`src/rtl/pe_array_pkg.sv`:
```
// Shared encodings and constants for the bit-serial PE array sequencer.
package pe_array_pkg;
  localparam int PE_NCOL     = 32;
  localparam int PE_NPE      = 128;
  localparam int MAX_BITCOLS = 8;

  typedef enum logic [1:0] {
    ACC_HOLD = 2'b00,
    ACC_CLR  = 2'b01,
    ACC_ACC  = 2'b10
  } acc_e;

  typedef enum logic [2:0] {
    IDLE, CLEAR, LOAD_ACT, STREAM_WT, WAIT_DONE, DRAIN
  } state_e;

  function automatic logic cfg_ok(input logic k_nz, input logic [3:0] bitcols);
    return k_nz && (bitcols != 4'd0) && (bitcols <= 4'(MAX_BITCOLS));
  endfunction
endpackage

```
`src/rtl/pe_array_ctrl_if.sv`:
```
// Control-side bundle between tile scheduler, operand buffers, PE array and result sink.
interface pe_array_ctrl_if #(
  parameter int K_W  = 16,
  parameter int NCOL = 32,
  parameter int NPE  = 128
);
  logic            cmd_valid;
  logic            cmd_ready;
  logic [K_W-1:0]  cmd_k_steps;
  logic [3:0]      cmd_bitcols;
  logic            act_req;
  logic            act_gnt;
  logic            wt_req;
  logic            wt_gnt;
  logic            activation_valid;
  logic            weight_valid;
  logic            weight_sign_en;
  logic [1:0]      acc_en;
  logic [NCOL-1:0] zcip_done;
  logic [NPE-1:0]  pe_done;
  logic            res_valid;
  logic            res_ready;
  logic            busy;
  logic            err_cfg;
  logic            err_timeout;

  modport master (
    input  cmd_valid, cmd_k_steps, cmd_bitcols, act_gnt, wt_gnt, pe_done, res_ready,
    output cmd_ready, act_req, wt_req, activation_valid, weight_valid, weight_sign_en,
           acc_en, zcip_done, res_valid, busy, err_cfg, err_timeout
  );

  modport slave (
    output cmd_valid, cmd_k_steps, cmd_bitcols, act_gnt, wt_gnt, pe_done, res_ready,
    input  cmd_ready, act_req, wt_req, activation_valid, weight_valid, weight_sign_en,
           acc_en, zcip_done, res_valid, busy, err_cfg, err_timeout
  );
endinterface

```
`src/rtl/pe_array_ctrl.sv`:
```
// Tile sequencer: clear, then per K step one activation block and bitcols weight beats,
// wait for all PEs, hand the result off. Array-side strobes are registered one cycle behind grants.
module pe_array_ctrl import pe_array_pkg::*; #(
  parameter int K_W     = 16,
  parameter int NCOL    = PE_NCOL,
  parameter int NPE     = PE_NPE,
  parameter int TIMEOUT = 1024
) (
  input  logic           clk,
  input  logic           rst,
  pe_array_ctrl_if.master bus
);
  localparam int TW = (TIMEOUT > 1) ? $clog2(TIMEOUT) : 1;

  state_e          state, state_nxt;
  logic [K_W-1:0]  k_steps, step_cnt;
  logic [3:0]      bitcols, bit_cnt;
  logic [TW-1:0]   timer;
  logic            accept, cfg_bad, beat, last_beat, last_step, all_done, expired;
  acc_e            acc_q;
  logic            act_v_q, wt_v_q, sign_q, cmd_ready_q, err_cfg_q, err_tmo_q;

  assign accept    = (state == IDLE) && cmd_ready_q && bus.cmd_valid;
  assign cfg_bad   = !cfg_ok(|bus.cmd_k_steps, bus.cmd_bitcols);
  assign beat      = (state == STREAM_WT) && bus.wt_gnt;
  assign last_beat = beat && (bit_cnt == bitcols - 4'd1);
  assign last_step = (step_cnt == k_steps - K_W'(1));
  assign all_done  = &bus.pe_done;
  assign expired   = (timer == TW'(TIMEOUT - 1));

  always_ff @(posedge clk) begin
    if (rst) state <= IDLE;
    else     state <= state_nxt;
  end

  always_comb begin
    state_nxt = state;
    case (state)
      IDLE:      if (accept && !cfg_bad) state_nxt = CLEAR;
      CLEAR:     state_nxt = LOAD_ACT;
      LOAD_ACT:  if (bus.act_gnt) state_nxt = STREAM_WT;
      STREAM_WT: if (last_beat) state_nxt = last_step ? WAIT_DONE : LOAD_ACT;
      WAIT_DONE: if (all_done || expired) state_nxt = DRAIN;
      DRAIN:     if (bus.res_ready) state_nxt = IDLE;
      default:   state_nxt = IDLE;
    endcase
  end

  // Requests and result handshake follow the current state directly.
  always_comb begin
    bus.act_req   = 1'b0;
    bus.wt_req    = 1'b0;
    bus.res_valid = 1'b0;
    bus.busy      = 1'b0;
    bus.act_req   = (state == LOAD_ACT);
    bus.wt_req    = (state == STREAM_WT);
    bus.res_valid = (state == DRAIN);
    bus.busy      = (state != IDLE);
  end

  always_ff @(posedge clk) begin
    if (rst) begin
      k_steps     <= '0;
      bitcols     <= '0;
      step_cnt    <= '0;
      bit_cnt     <= '0;
      timer       <= '0;
      cmd_ready_q <= 1'b0;
      err_cfg_q   <= 1'b0;
      err_tmo_q   <= 1'b0;
      acc_q       <= ACC_HOLD;
      act_v_q     <= 1'b0;
      wt_v_q      <= 1'b0;
      sign_q      <= 1'b0;
    end else begin
      cmd_ready_q <= (state_nxt == IDLE);
      act_v_q     <= (state == LOAD_ACT) && bus.act_gnt;
      wt_v_q      <= beat;
      sign_q      <= last_beat;
      acc_q       <= (state == CLEAR) ? ACC_CLR : (beat ? ACC_ACC : ACC_HOLD);
      if (accept) begin
        k_steps <= bus.cmd_k_steps;
        bitcols <= bus.cmd_bitcols;
        if (cfg_bad) err_cfg_q <= 1'b1;
      end
      if (state == CLEAR) step_cnt <= '0;
      if ((state == LOAD_ACT) && bus.act_gnt) bit_cnt <= '0;
      if (beat) begin
        bit_cnt <= bit_cnt + 4'd1;
        if (last_beat && !last_step) step_cnt <= step_cnt + K_W'(1);
      end
      // Completion on the expiry cycle takes priority over the timeout flag.
      timer <= (state == WAIT_DONE) ? timer + TW'(1) : '0;
      if ((state == WAIT_DONE) && expired && !all_done) err_tmo_q <= 1'b1;
    end
  end

  assign bus.cmd_ready        = cmd_ready_q;
  assign bus.activation_valid = act_v_q;
  assign bus.weight_valid     = wt_v_q;
  assign bus.weight_sign_en   = sign_q;
  assign bus.acc_en           = acc_q;
  assign bus.zcip_done        = {NCOL{sign_q}};
  assign bus.err_cfg          = err_cfg_q;
  assign bus.err_timeout      = err_tmo_q;
endmodule

```
`src/flat_wrapper.sv`:
```
// flat-port wrapper written by rule: the top's interface ports become plain ports
module pe_array_ctrl_flat import pe_array_pkg::*;
#(
  parameter int K_W     = 16,
  parameter int NCOL    = PE_NCOL,
  parameter int NPE     = PE_NPE,
  parameter int TIMEOUT = 1024
)
  (clk, rst, bus_cmd_valid, bus_cmd_k_steps, bus_cmd_bitcols, bus_act_gnt, bus_wt_gnt, bus_pe_done, bus_res_ready, bus_cmd_ready, bus_act_req, bus_wt_req, bus_activation_valid, bus_weight_valid, bus_weight_sign_en, bus_acc_en, bus_zcip_done, bus_res_valid, bus_busy, bus_err_cfg, bus_err_timeout);
  pe_array_ctrl_if #(.K_W(K_W), .NCOL(NCOL), .NPE(NPE)) bus_i ();
  input  logic clk;
  input  logic rst;
  input wire logic [$bits(bus_i.cmd_valid)-1:0] bus_cmd_valid;
  input wire logic [$bits(bus_i.cmd_k_steps)-1:0] bus_cmd_k_steps;
  input wire logic [$bits(bus_i.cmd_bitcols)-1:0] bus_cmd_bitcols;
  input wire logic [$bits(bus_i.act_gnt)-1:0] bus_act_gnt;
  input wire logic [$bits(bus_i.wt_gnt)-1:0] bus_wt_gnt;
  input wire logic [$bits(bus_i.pe_done)-1:0] bus_pe_done;
  input wire logic [$bits(bus_i.res_ready)-1:0] bus_res_ready;
  output wire logic [$bits(bus_i.cmd_ready)-1:0] bus_cmd_ready;
  output wire logic [$bits(bus_i.act_req)-1:0] bus_act_req;
  output wire logic [$bits(bus_i.wt_req)-1:0] bus_wt_req;
  output wire logic [$bits(bus_i.activation_valid)-1:0] bus_activation_valid;
  output wire logic [$bits(bus_i.weight_valid)-1:0] bus_weight_valid;
  output wire logic [$bits(bus_i.weight_sign_en)-1:0] bus_weight_sign_en;
  output wire logic [$bits(bus_i.acc_en)-1:0] bus_acc_en;
  output wire logic [$bits(bus_i.zcip_done)-1:0] bus_zcip_done;
  output wire logic [$bits(bus_i.res_valid)-1:0] bus_res_valid;
  output wire logic [$bits(bus_i.busy)-1:0] bus_busy;
  output wire logic [$bits(bus_i.err_cfg)-1:0] bus_err_cfg;
  output wire logic [$bits(bus_i.err_timeout)-1:0] bus_err_timeout;
  assign bus_i.cmd_valid = bus_cmd_valid;
  assign bus_i.cmd_k_steps = bus_cmd_k_steps;
  assign bus_i.cmd_bitcols = bus_cmd_bitcols;
  assign bus_i.act_gnt = bus_act_gnt;
  assign bus_i.wt_gnt = bus_wt_gnt;
  assign bus_i.pe_done = bus_pe_done;
  assign bus_i.res_ready = bus_res_ready;
  assign bus_cmd_ready = bus_i.cmd_ready;
  assign bus_act_req = bus_i.act_req;
  assign bus_wt_req = bus_i.wt_req;
  assign bus_activation_valid = bus_i.activation_valid;
  assign bus_weight_valid = bus_i.weight_valid;
  assign bus_weight_sign_en = bus_i.weight_sign_en;
  assign bus_acc_en = bus_i.acc_en;
  assign bus_zcip_done = bus_i.zcip_done;
  assign bus_res_valid = bus_i.res_valid;
  assign bus_busy = bus_i.busy;
  assign bus_err_cfg = bus_i.err_cfg;
  assign bus_err_timeout = bus_i.err_timeout;
  pe_array_ctrl #(.K_W(K_W), .NCOL(NCOL), .NPE(NPE), .TIMEOUT(TIMEOUT)) u_core (.clk(clk), .rst(rst), .bus(bus_i));
endmodule
```
`config.mk`:
```
export PLATFORM = sky130hd
export DESIGN_NAME = pe_array_ctrl_flat
export DESIGN_NICKNAME = d
export VERILOG_FILES = /design/src/rtl/pe_array_pkg.sv /design/src/rtl/pe_array_ctrl_if.sv /design/src/rtl/pe_array_ctrl.sv /design/src/flat_wrapper.sv
export SDC_FILE = /design/constraint.sdc
export NUM_CORES = 1
export LEC_CHECK = 0
export BUFFER_PORTS_ARGS = -buffer_cell sky130_fd_sc_hd__buf_2
export CORE_ASPECT_RATIO = 1.1
export CORE_MARGIN = 4
export CORE_UTILIZATION = 49
export DETAILED_ROUTE_END_ITERATION = 8
export GPL_TIMING_DRIVEN = 0
export PLACE_DENSITY = 0.82
export SETUP_SLACK_MARGIN = 0.4
export SLEW_MARGIN = 40
export SYNTH_ARGS = -nofsm -noshare
export SYNTH_HDL_FRONTEND = slang
export SYNTH_SLANG_ARGS = --single-unit
```
`constraint.sdc`:
```
create_clock -name clk -period 4.15 [get_ports clk]
set_clock_uncertainty 0.05 [all_clocks]
set_input_delay 0 -clock clk [delete_from_list [all_inputs] [get_ports clk]]
set_output_delay 0 -clock clk [all_outputs]
set_load 0.005 [all_outputs]
```
==> summary by stage <==
Logic synthesis
The share of the Yosys chip area taken by registers is 0.323. The commonest cells after synthesis are 62 x nand2_1, 61 x dfxtp_1, 42 x nand4_1. The number of nets in the synthesized netlist is 646.

The synthesized design contains 0 enable-type register cells. The synthesized netlist cell count is 487. The number of flip-flops and latches in the synthesized netlist is 61. The number of synthesis warnings is 0.

Summing every instance area after synthesis gives 0.00378 mm^2. The number of distinct library cell variants in the gate-level netlist after synthesis is 53. The per-instance average area after synthesis is 7.77 um^2. The largest area contributor in the synthesized netlist is dfxtp_1. Of the post-synthesis cell area, the dominant cell type holds 0.323.

The flip-flop cell with the highest count after synthesis is dfxtp_1. After synthesis, the cell types taking the most area are dfxtp_1 32%, nand4_1 6.9%, buf_4 6.5%. nand2_1 is the most common cell in the netlist. In the synthesized netlist the async set-or-reset flop fraction comes to 0.

Setup path
The worst-path cell with the longest stage delay is nor4_2. The maximum single-stage delay on the critical path is 0.73 ns. The category of cells accounting for the largest share of critical-path delay is simple AND/OR/NAND/NOR gates. The largest fanout on the critical path is 10. The kind of capture point of the worst setup path is a flip-flop. The category of the critical setup timing path is reg2reg. Walking the worst path, the cells encountered are buf_2, nor4_2, nand4_1, or4_1, nand2_1, a41o_1, buf_6, buf_4, o21bai_1, nand2_1. For the worst setup path, the data arrival time is 3.14 ns.

The most used cell along the critical path is nand2_1. The critical path launch point type is a flip-flop. The count of buffering cells on the critical path with inverters included is 3. At the worst endpoint, the required time is 4.33 ns.

Layout
The post-layout utilization of the core is 0.708. Of the cells placed in the final design, the portion with a size suffix greater than 1 is 0.364. The final design instance area without fill is 0.00529 mm^2. The antenna diode count is 0. The net count of the finished layout is 875.

The area added between synthesis and finish is 39.9%.

Global routing
The pin count of the biggest net entering global routing is 34. The combined global-route utilization of all metal layers is 0.267. The number of antenna violations at the first check in global routing is 0. The number of global-route vias before repair was 4,433. The first global-routing pass estimated 19,900 um of wire.

For this run the aggregate overflow at the end of global routing stands at 0.

Timing
Dividing the final minimum period by the clock period gives 0.714. The number of failing setup endpoints in the final timing report is 0. The setup TNS after final layout is 0 ns. The count of pins over their slew limit came to 0. The final count of hold timing violations was 0.

For this run, the top clock speed supported by timing is 0.338 GHz. The worst pin sits at a relative slew slack of 0.444. The slew at the pin closest to its max-slew limit is 0.827 ns. The worst hold margin is 0.0565 ns. After layout, the minimum clock period comes to 2.96 ns. Setup repair after global routing left no endpoint under its margin.

Route
The mean number of vias per cell is 5.47. Detailed routing inserted a total of 4,512 vias. In the final routed layout, each cell accounts on average for 15.4 um.

In this run, the number of DRC markers left after iteration 0 of detailed routing was 209. In the routed design, unresolved DRC markers number 0. Summed over all layers, the routed wires come to 12,700 um. The detailed-router iteration count before antenna repair is 7.

Once detail routing completed, the nets flagged for antenna violations numbered 0.

Placement
The weighted congestion reported at the end of routability-driven placement is 0.892. Port buffering added 197 buffers. The half-perimeter wire length after placement is 9320 um. The area of placed instances is 0.00490 mm^2.

Clock network
After clock tree synthesis, the clock-pin slew on the worst setup and hold paths is 0.07 ns. Gates resized during post-CTS repair numbered 0. The TritonCTS sink count is 61.

The maximum root-to-sink buffer count is 2. The later pin in the worst-skew pair is clocked with a latency of 0.34 ns. The cell at the root of the clock tree is clkbuf_8. In this run the number of H-tree levels came out at 3. TritonCTS built the clock tree.

TritonCTS created 9 clock buffers.

Pwr
For this design the static power due to leakage is 2.42 nW. Summed over all nets, the switching power comes to 0.402 mW. The share of total power dissipated in combinational logic is 0.204. Of the total power, the share spent switching nets is 0.283. Dividing total power by cell area gives a power density of 268 mW/mm^2.

The internal power of the cells totals 1.02 mW. The worst-case IR drop observed on VDD is 182 uV. Of the total power, the clock network draws 0.359. The sequential share of power is 0.437.

Floorplanning
The die is 100 um tall. The initial cell density of the core is 0.506. The die outline area is 0.00919 mm^2. The number of standard-cell rows in the floorplan is 33. The die is 91.8 um wide. In this run the count of I/O pins placed on the die edge is 198. In this run the standard cell core region covers 0.00747 mm^2.

Run status
The flow ran to the end, and the final reports show no timing, DRC or antenna violations.

Worst hold path
The tightest min-delay check is of the in2reg type.

Run
The number of max-cap violations is 0.
-- final timing paths --
| path | startpoint | end | slack (ns) | cells past startpoint |
|---|---|---|---|---|
| worst max-delay path | u_core.k_steps[3] | u_core.step_cnt[4] | 1.19 | 10 |
| worst min-delay path | bus_res_ready | u_core.state[2] | 0.06 | 3 |
| worst max register to register | u_core.k_steps[3] | u_core.step_cnt[4] | 1.19 | 10 |
| worst min register to register | u_core.timer[0] | u_core.timer[0] | 0.41 | 1 |
-- worst min-delay path, delay by kind of cell --
family	cells	cell delay [ns]
AO/OA/AOI/OAI	2	0.28
buffers and inverters	1	0.12
-- flip-flops by register name, indices dropped and copies added (netlist names) --
register                     flops
u_core.k_steps                  16
u_core.step_cnt                 16
u_core.timer                    10
u_core.bit_cnt                   4
u_core.bitcols                   4
u_core.state                     3
u_core.bus.acc_en                2
u_core.bus.activation_valid      1
u_core.bus.cmd_ready             1
u_core.bus.err_cfg               1
u_core.bus.err_timeout           1
u_core.bus.weight_sign_en        1
u_core.bus.weight_valid          1
-- cell usage in the layout (no fill, tap or decap), types with 6 or more instances in the layout --
cell type,count
xor2_1,13
or3_1,13
xnor2_1,22
clkbuf_8,9
clkbuf_1,14
dfxtp_1,60
o21ai_0,6
nor2_1,39
nand4_1,42
buf_4,33
nor3_1,11
a21o_1,9
dlygate4sd3_1,21
buf_2,198
a21oi_1,38
nand3_1,17
nand2_1,62
inv_1,10
nor4_1,21
nand3b_1,8
nor3b_1,6
-- stage by stage --
stage | std cells | power (mW) | setup WS [ns]
3_5_place_dp | 789 | 0.896 | 1.33
3_3_place_gp | 789 | 0.886 | 1.39
5_1_grt | 825 | 1.48 | 0.967
4_1_cts | 825 | 1.41 | 1.27
6_report | 825 | 1.42 | 1.19
2_1_floorplan | 487 | 0.780 | 1.53
-- per-layer routing --
metal | track usage | wire length, um
met2 | 0.500 | 6730
met1 | 0.297 | 4810
met4 | 0.119 | 369
met3 | 0.0412 | 773
met5 | 0 | 0
-- repair_timing --
action / 4_1_cts / 5_1_grt
buffers inserted: 0 / 0
hold buffers: 21 / 0
hold endpoints to repair: 22 / 0
-- cell families after synthesis --
family,count (synthesis),synth area share
fa+ha+maj,5,0.0165
flops,61,0.323
compound gates,76,0.129
xor+xnor,35,0.0810
buf+inv,61,0.0976
simple gates,244,0.339
mux,5,0.0139
-- area by class of cell --
type	instances	area (um^2)
Inverter	10	37.5
Fill cell	585	2180
Multi-Input combinational cell	365	2190
Tap cell	105	131
Clock buffer	11	131
Buffer	51	332
Timing Repair Buffer	218	1200
Clock inverter	4	50.0
Sequential cell	61	1220
-- power groups by stage --
stage | combinational, mW | sequential (mW) | clock (mW)
6_report | 0.290 | 0.621 | 0.511
5_1_grt | 0.318 | 0.622 | 0.545
4_1_cts | 0.281 | 0.619 | 0.510
3_5_place_dp | 0.263 | 0.633 | 0
3_3_place_gp | 0.255 | 0.632 | 0
2_1_floorplan | 0.153 | 0.628 | 0
No activity file was read; power rests on OpenSTA's default activity.
